`src/rtl/pll_reset_pkg.sv`:
```
// pll_reset_pkg: state codes and timer sizing for the PLL reset sequencer
package pll_reset_pkg;
  typedef enum logic [2:0] {
    S_PLL_RST   = 3'd0,
    S_WAIT_LOCK = 3'd1,
    S_STABLE    = 3'd2,
    S_RELEASE   = 3'd3,
    S_RUN       = 3'd4
  } seq_state_e;
  function automatic int timer_width(input int a, input int b, input int c, input int d);
    int m;
    m = a > b ? a : b;
    m = m > c ? m : c;
    m = m > d ? m : d;
    return $clog2(m) + 1;
  endfunction
endpackage

```
`src/rtl/pll_reset_seq_bit_sync.sv`:
```
// bit_sync: STAGES-flop synchroniser for one asynchronous bit, reset to 0
module bit_sync #(
  parameter int STAGES = 2
) (
  input  logic clk,
  input  logic rst,
  input  logic d,
  output logic q
);
  logic [STAGES-1:0] ff;
  always_ff @(posedge clk or posedge rst)
    if (rst) ff <= '0;
    else ff <= {ff[STAGES-2:0], d};
  assign q = ff[STAGES-1];
endmodule

```
`src/rtl/pll_reset_seq.sv`:
```
// pll_reset_seq: pulses PLL reset, qualifies lock and releases the downstream reset
module pll_reset_seq
  import pll_reset_pkg::*;
#(
  parameter int SYNC_STAGES    = 2,
  parameter int PLL_RST_CYCLES = 8,
  parameter int TIMEOUT        = 65536,
  parameter int LOCK_WAIT      = 1024,
  parameter int RELEASE_DELAY  = 16,
  parameter int CNT_WIDTH      = 8
) (
  input  logic                 clk,
  input  logic                 rst,
  input  logic                 locked,
  output logic                 pll_rst,
  output logic                 sys_rst,
  output logic                 ready,
  output logic [CNT_WIDTH-1:0] retry_cnt,
  output logic [CNT_WIDTH-1:0] lock_loss_cnt,
  output logic [2:0]           state
);
  localparam int TW = timer_width(PLL_RST_CYCLES, TIMEOUT, LOCK_WAIT, RELEASE_DELAY);
  seq_state_e st, st_n;
  logic [TW-1:0] timer;
  logic locked_s, retry_inc, loss_inc;
  bit_sync #(.STAGES(SYNC_STAGES)) u_sync (.clk(clk), .rst(rst), .d(locked), .q(locked_s));
  // timer holds (edges spent in state - 1) at the edge being evaluated
  always_comb begin
    st_n = st;
    retry_inc = 1'b0;
    loss_inc = 1'b0;
    case (st)
      S_PLL_RST:   st_n = timer == TW'(PLL_RST_CYCLES - 1) ? S_WAIT_LOCK : S_PLL_RST;
      S_WAIT_LOCK: begin
        retry_inc = !locked_s && timer == TW'(TIMEOUT - 1);
        st_n = locked_s ? S_STABLE : retry_inc ? S_PLL_RST : S_WAIT_LOCK;
      end
      S_STABLE:    st_n = !locked_s ? S_WAIT_LOCK : timer == TW'(LOCK_WAIT - 1) ? S_RELEASE : S_STABLE;
      S_RELEASE:   begin
        loss_inc = !locked_s;
        st_n = !locked_s ? S_PLL_RST : timer == TW'(RELEASE_DELAY - 1) ? S_RUN : S_RELEASE;
      end
      S_RUN:       begin
        loss_inc = !locked_s;
        st_n = !locked_s ? S_PLL_RST : S_RUN;
      end
      default:     st_n = S_PLL_RST;
    endcase
  end
  always_ff @(posedge clk or posedge rst)
    if (rst) begin
      st <= S_PLL_RST;
      timer <= '0;
      pll_rst <= 1'b1;
      sys_rst <= 1'b1;
      ready <= 1'b0;
      retry_cnt <= '0;
      lock_loss_cnt <= '0;
    end else begin
      st <= st_n;
      timer <= st_n != st ? '0 : timer + TW'(1);
      pll_rst <= st_n == S_PLL_RST;
      sys_rst <= st_n != S_RUN;
      ready <= st_n == S_RUN;
      retry_cnt <= retry_cnt + CNT_WIDTH'(retry_inc && !(&retry_cnt));
      lock_loss_cnt <= lock_loss_cnt + CNT_WIDTH'(loss_inc && !(&lock_loss_cnt));
    end
  assign state = st;
endmodule

```
`config.mk`:
```
export PLATFORM = sky130hd
export DESIGN_NAME = pll_reset_seq
export DESIGN_NICKNAME = d
export VERILOG_FILES = /design/src/rtl/pll_reset_pkg.sv /design/src/rtl/pll_reset_seq_bit_sync.sv /design/src/rtl/pll_reset_seq.sv
export SDC_FILE = /design/constraint.sdc
export NUM_CORES = 1
export LEC_CHECK = 0
export ABC_CLOCK_PERIOD_IN_PS = 2400
export BUFFER_PORTS_ARGS = -buffer_cell sky130_fd_sc_hd__buf_2
export CORE_MARGIN = 2
export CORE_UTILIZATION = 45
export DETAILED_ROUTE_END_ITERATION = 12
export PLACE_DENSITY_LB_ADDON = 0.08
export SLEW_MARGIN = 20
export SYNTH_ARGS = -nofsm -noshare
export SYNTH_HDL_FRONTEND = slang
export SYNTH_SLANG_ARGS = --single-unit
```
`constraint.sdc`:
```
create_clock -name clk -period 2.4 [get_ports clk]
set_input_delay 0.24 -clock clk [delete_from_list [all_inputs] [get_ports clk]]
set_output_delay 0.24 -clock clk [all_outputs]
set_load 0.1 [all_outputs]
```
==> key figures <==
Floorplan
  • Io pins: 25
  • Cell Rows: 23
  • Horiz. Die Dim: about 69 µm
  • Die outline height: 68.7 µm
  • Placeable Area: 0.00400 mm²
  • Die area: around 0.0047 mm²
  • Initial standard-cell utilization of the core: approximately 47%

Critical path
  • Cells along the critical path: and4_2 -> and4_1 -> and3_1 -> ha_1 -> nor3b_2 -> ha_1 -> ha_1 -> nand3_1 -> xnor2_1
  • Type of element capturing the critical path: flip-flop
  • Crit-path max FO: 4
  • Largest incremental delay on the critical path: 0.42 ns
  • Critical setup path kind: reg -> reg
  • CP most frequent cell: sky130_fd_sc_hd__ha_1
  • Critical path startpoint category: flip-flop
  • Data arrival time at the worst-slack endpoint: between 2 and 2.5 ns
  • CP Data Required Time: ~2.6 ns
  • Slowest cell on crit path: sky130_fd_sc_hd__dfrtp_1

Logic synthesis
  • Library cells used by synthesis: 35
  • Number of synthesized flops with an enable pin: 0
  • Leading post-synthesis cells by instance count: sky130_fd_sc_hd__dfrtp_1 (39), sky130_fd_sc_hd__nor2_1 (23), sky130_fd_sc_hd__and3_1 (15), sky130_fd_sc_hd__xnor2_1 (15), sky130_fd_sc_hd__xor2_1 (12)
  • Number of nets produced by synthesis: 178
  • Top FF cell, synth: sky130_fd_sc_hd__dfrtp_1
  • Post-synthesis cell type with the largest combined area: sky130_fd_sc_hd__dfrtp_1
  • Average footprint of a synthesized cell: between 10 and 15 µm²
  • Register bit total from synthesis: 41
  • Synthesized cell area: about 0.0019 mm²
  • Count of warnings emitted by yosys: 0
  • Biggest area contributors in the synthesized netlist: sky130_fd_sc_hd__dfrtp_1 (52%), sky130_fd_sc_hd__xnor2_1 (7.0%), sky130_fd_sc_hd__xor2_1 (5.6%), sky130_fd_sc_hd__and3_1 (5.0%), sky130_fd_sc_hd__nor2_1 (4.6%)
  • Register area share after synthesis: a little over half
  • Gate count of the mapped netlist: roughly 170
  • Most common cell in the netlist: sky130_fd_sc_hd__dfrtp_1
  • Proportion of netlist area held by the largest area contributor: 51.8%
  • Fraction of synthesis flops using an asynchronous set or reset pin: 100%

Clock tree
  • Number of sinks handled by clock tree synthesis: 41
  • Cts hold-fix bufs: 0
  • Insertion delay of the later-clocked pin in the worst-skew pair: between 0.2 and 0.3 ns
  • Clock root buffer master: sky130_fd_sc_hd__clkbuf_8
  • H-tree lvl count: 2
  • TritonCTS buffer count: 5
  • Clock tree from TritonCTS: done
  • Maximum root-to-sink buffer count: 2
  • Clock-pin slew of the registers on the worst-case setup and hold paths: 0.08 ns

Route
  • Vias per cell: roughly 5.4
  • Routed wire length: 3.64 mm
  • Remaining antenna violation count after routing: 0
  • Drt drc: 0
  • Starting DRT DRC Count: just under 80
  • Wirelength per Cell: 14.2 µm
  • Via count: 1376
  • Drt pass-1 iters: 4

STA
  • Peak Freq: 459 MHz
  • Setup-failing EPs final: 0
  • Final Max Slew Viols: 0
  • Fin. Hold Viols: 0
  • Final cycle utilization of the critical path: between 90 and 100%
  • Setup repair after global routing missed its margin: false
  • Transition time of the tightest slew-check pin: 0.508 ns
  • Final Skew: a little over 0.007 ns
  • Headroom to the max-slew limit: 66.2%
  • Minimum period implied by the final worst setup slack: around 2.2 ns
  • Setup Total Neg Slack: 0 ns

Outcome
  • Result of the run: finished, final reports clean

Power
  • Peak supply drop: between 0.6 and 0.7 mV
  • Power density normalized to cell area: between 800 and 900 mW/mm²
  • Leakage dissipation: about 0.0011 µW

Finish
  • Antenna diodes: 0
  • Multi-input combinational cell area: about 830 µm²
  • Sequential standard cell area: between 0.001 and 0.0015 mm²
  • Number of filler cells placed in the layout: between 300 and 400
  • Layout Area Growth over Synthesis: 17.7%
  • Layout cell share with drive strength beyond 1: 25.7%
  • Final #Nets: approximately 210
  • Layout Cell Area excl Fill: ~0.0022 mm²
  • Final core utilization: 55.4%

Placed design
  • Placed Area: around 0.0021 mm²
  • Number of port buffers: 24
  • Gpl congestion: between 0.7 and 0.8
  • Half-perimeter wire length after detailed placement: approximately 2.6 mm

Global route
  • Initial antenna violation count: 0
  • Residual overflow from global routing: 0
  • Combined global-route utilization of all metal layers: 17.8%
  • Vias in the first global route: 1384
  • First-pass GRT wire length: ~6.3 mm
  • Pin count of the biggest net entering global routing: 42

Worst hold path
  • Hold Path Class: in -> async

Run
  • Maximum capacitance violations: 0
[through the flow]
stage | hold WS, ns | instances | power, µW | setup WS (ns)
final | 0.0518 | 256 | 1830 | 0.224
after global routing | 0.0433 | 256 | 1940 | 0.0474
after CTS | 0.0450 | 254 | 1850 | 0.150
after detailed placement | 0.347 | 246 | 1420 | 0.159
after global placement | 0.333 | 246 | 1410 | 0.245
after floorplan | 0.271 | 169 | 1290 | 0.00169
[sequential cells by signal (all words and copies together) (netlist names)]
register       flops
timer             17
lock_loss_cnt      8
retry_cnt          8
state              3
u_sync.ff          2
pll_rst            1
ready              1
sys_rst            1
[critical path: cells and delay by family (launching register included)]
family | cells | cell delay (ns)
xor gates and xnor gates | 1 | 0.12
DFF | 1 | 0.42
and+or+nand+nor | 5 | 0.94
adders and majority gates | 3 | 0.62
[logic make-up (layout without fill, tap and decap cells)]
group,count (synthesis),after routing,share of synthesized area [%]
buffers and inverters,7,44,1.79
AOI/OAI and AO/OA,10,10,4.45
xor gates and xnor gates,27,27,12.6
and+or+nand+nor,77,77,22.1
DFF,41,41,54.6
adders and majority gates,7,7,4.52
[layer usage]
metal	routed length, µm	track usage (%)	share of wire (%)
met5	0	0	0
met4	57	5.88	1.6
met3	159	4.87	4.4
met2	1760	28.5	48
met1	1660	23.3	46
[power by group]
part / total (µW) / internal [µW] / switching, µW / leakage (µW)
clock network: 429 / 204 / 224 / 0.0000422
registers: 839 / 767 / 71.7 / 0.000542
logic: 565 / 166 / 398 / 0.000536
total: 1830 / 1140 / 695 / 0.00112
[cells in the final DEF (no fill, tap or decap), types with 2 or more instances in the layout]
cell and count:
sky130_fd_sc_hd__a21oi_1 3, sky130_fd_sc_hd__clkbuf_8 5, sky130_fd_sc_hd__nor4_1 2, sky130_fd_sc_hd__nor3_1 2
sky130_fd_sc_hd__nand3_1 11, sky130_fd_sc_hd__nor2_1 22, sky130_fd_sc_hd__dfstp_2 2, sky130_fd_sc_hd__xnor2_1 15
sky130_fd_sc_hd__xor2_1 12, sky130_fd_sc_hd__inv_1 5, sky130_fd_sc_hd__nand4_1 3, sky130_fd_sc_hd__ha_1 6
sky130_fd_sc_hd__dfrtp_1 32, sky130_fd_sc_hd__buf_4 6, sky130_fd_sc_hd__and4_1 2, sky130_fd_sc_hd__buf_2 24
sky130_fd_sc_hd__clkbuf_1 2, sky130_fd_sc_hd__and3_1 15, sky130_fd_sc_hd__dfrtp_2 6, sky130_fd_sc_hd__nand2_1 8
[what timing repair did]
item,4_1_cts,5_1_grt
setup buffers,0,2
gates resized for setup,0,3
endpoints found under the setup margin,0,4
hold endpoints to repair,0,0
[worst paths after layout]
path                       depth (start not counted)                to  slack [ns]          from
max in group asynchronous                          3          state[1]        1.94           rst
min reg2reg                                        0      u_sync.ff[1]        0.36  u_sync.ff[0]
min in group clk                                   1      u_sync.ff[0]        0.05        locked
max                                                9      retry_cnt[6]        0.22      timer[8]
max reg2reg                                        9      retry_cnt[6]        0.22      timer[8]
min                                                3  lock_loss_cnt[2]        0.05           rst
[area by class of cell]
type                       instances  share of cell area [%]
inverter                           5                   0.846
multi-input combinational        121                    37.4
clock inverter                     1                   0.226
sequential                        41                    46.9
clock buffer                       7                    3.44
tap                               50                    2.82
timing repair buffer              31                    8.35
Note: power is estimated with default switching activity, not from simulation.
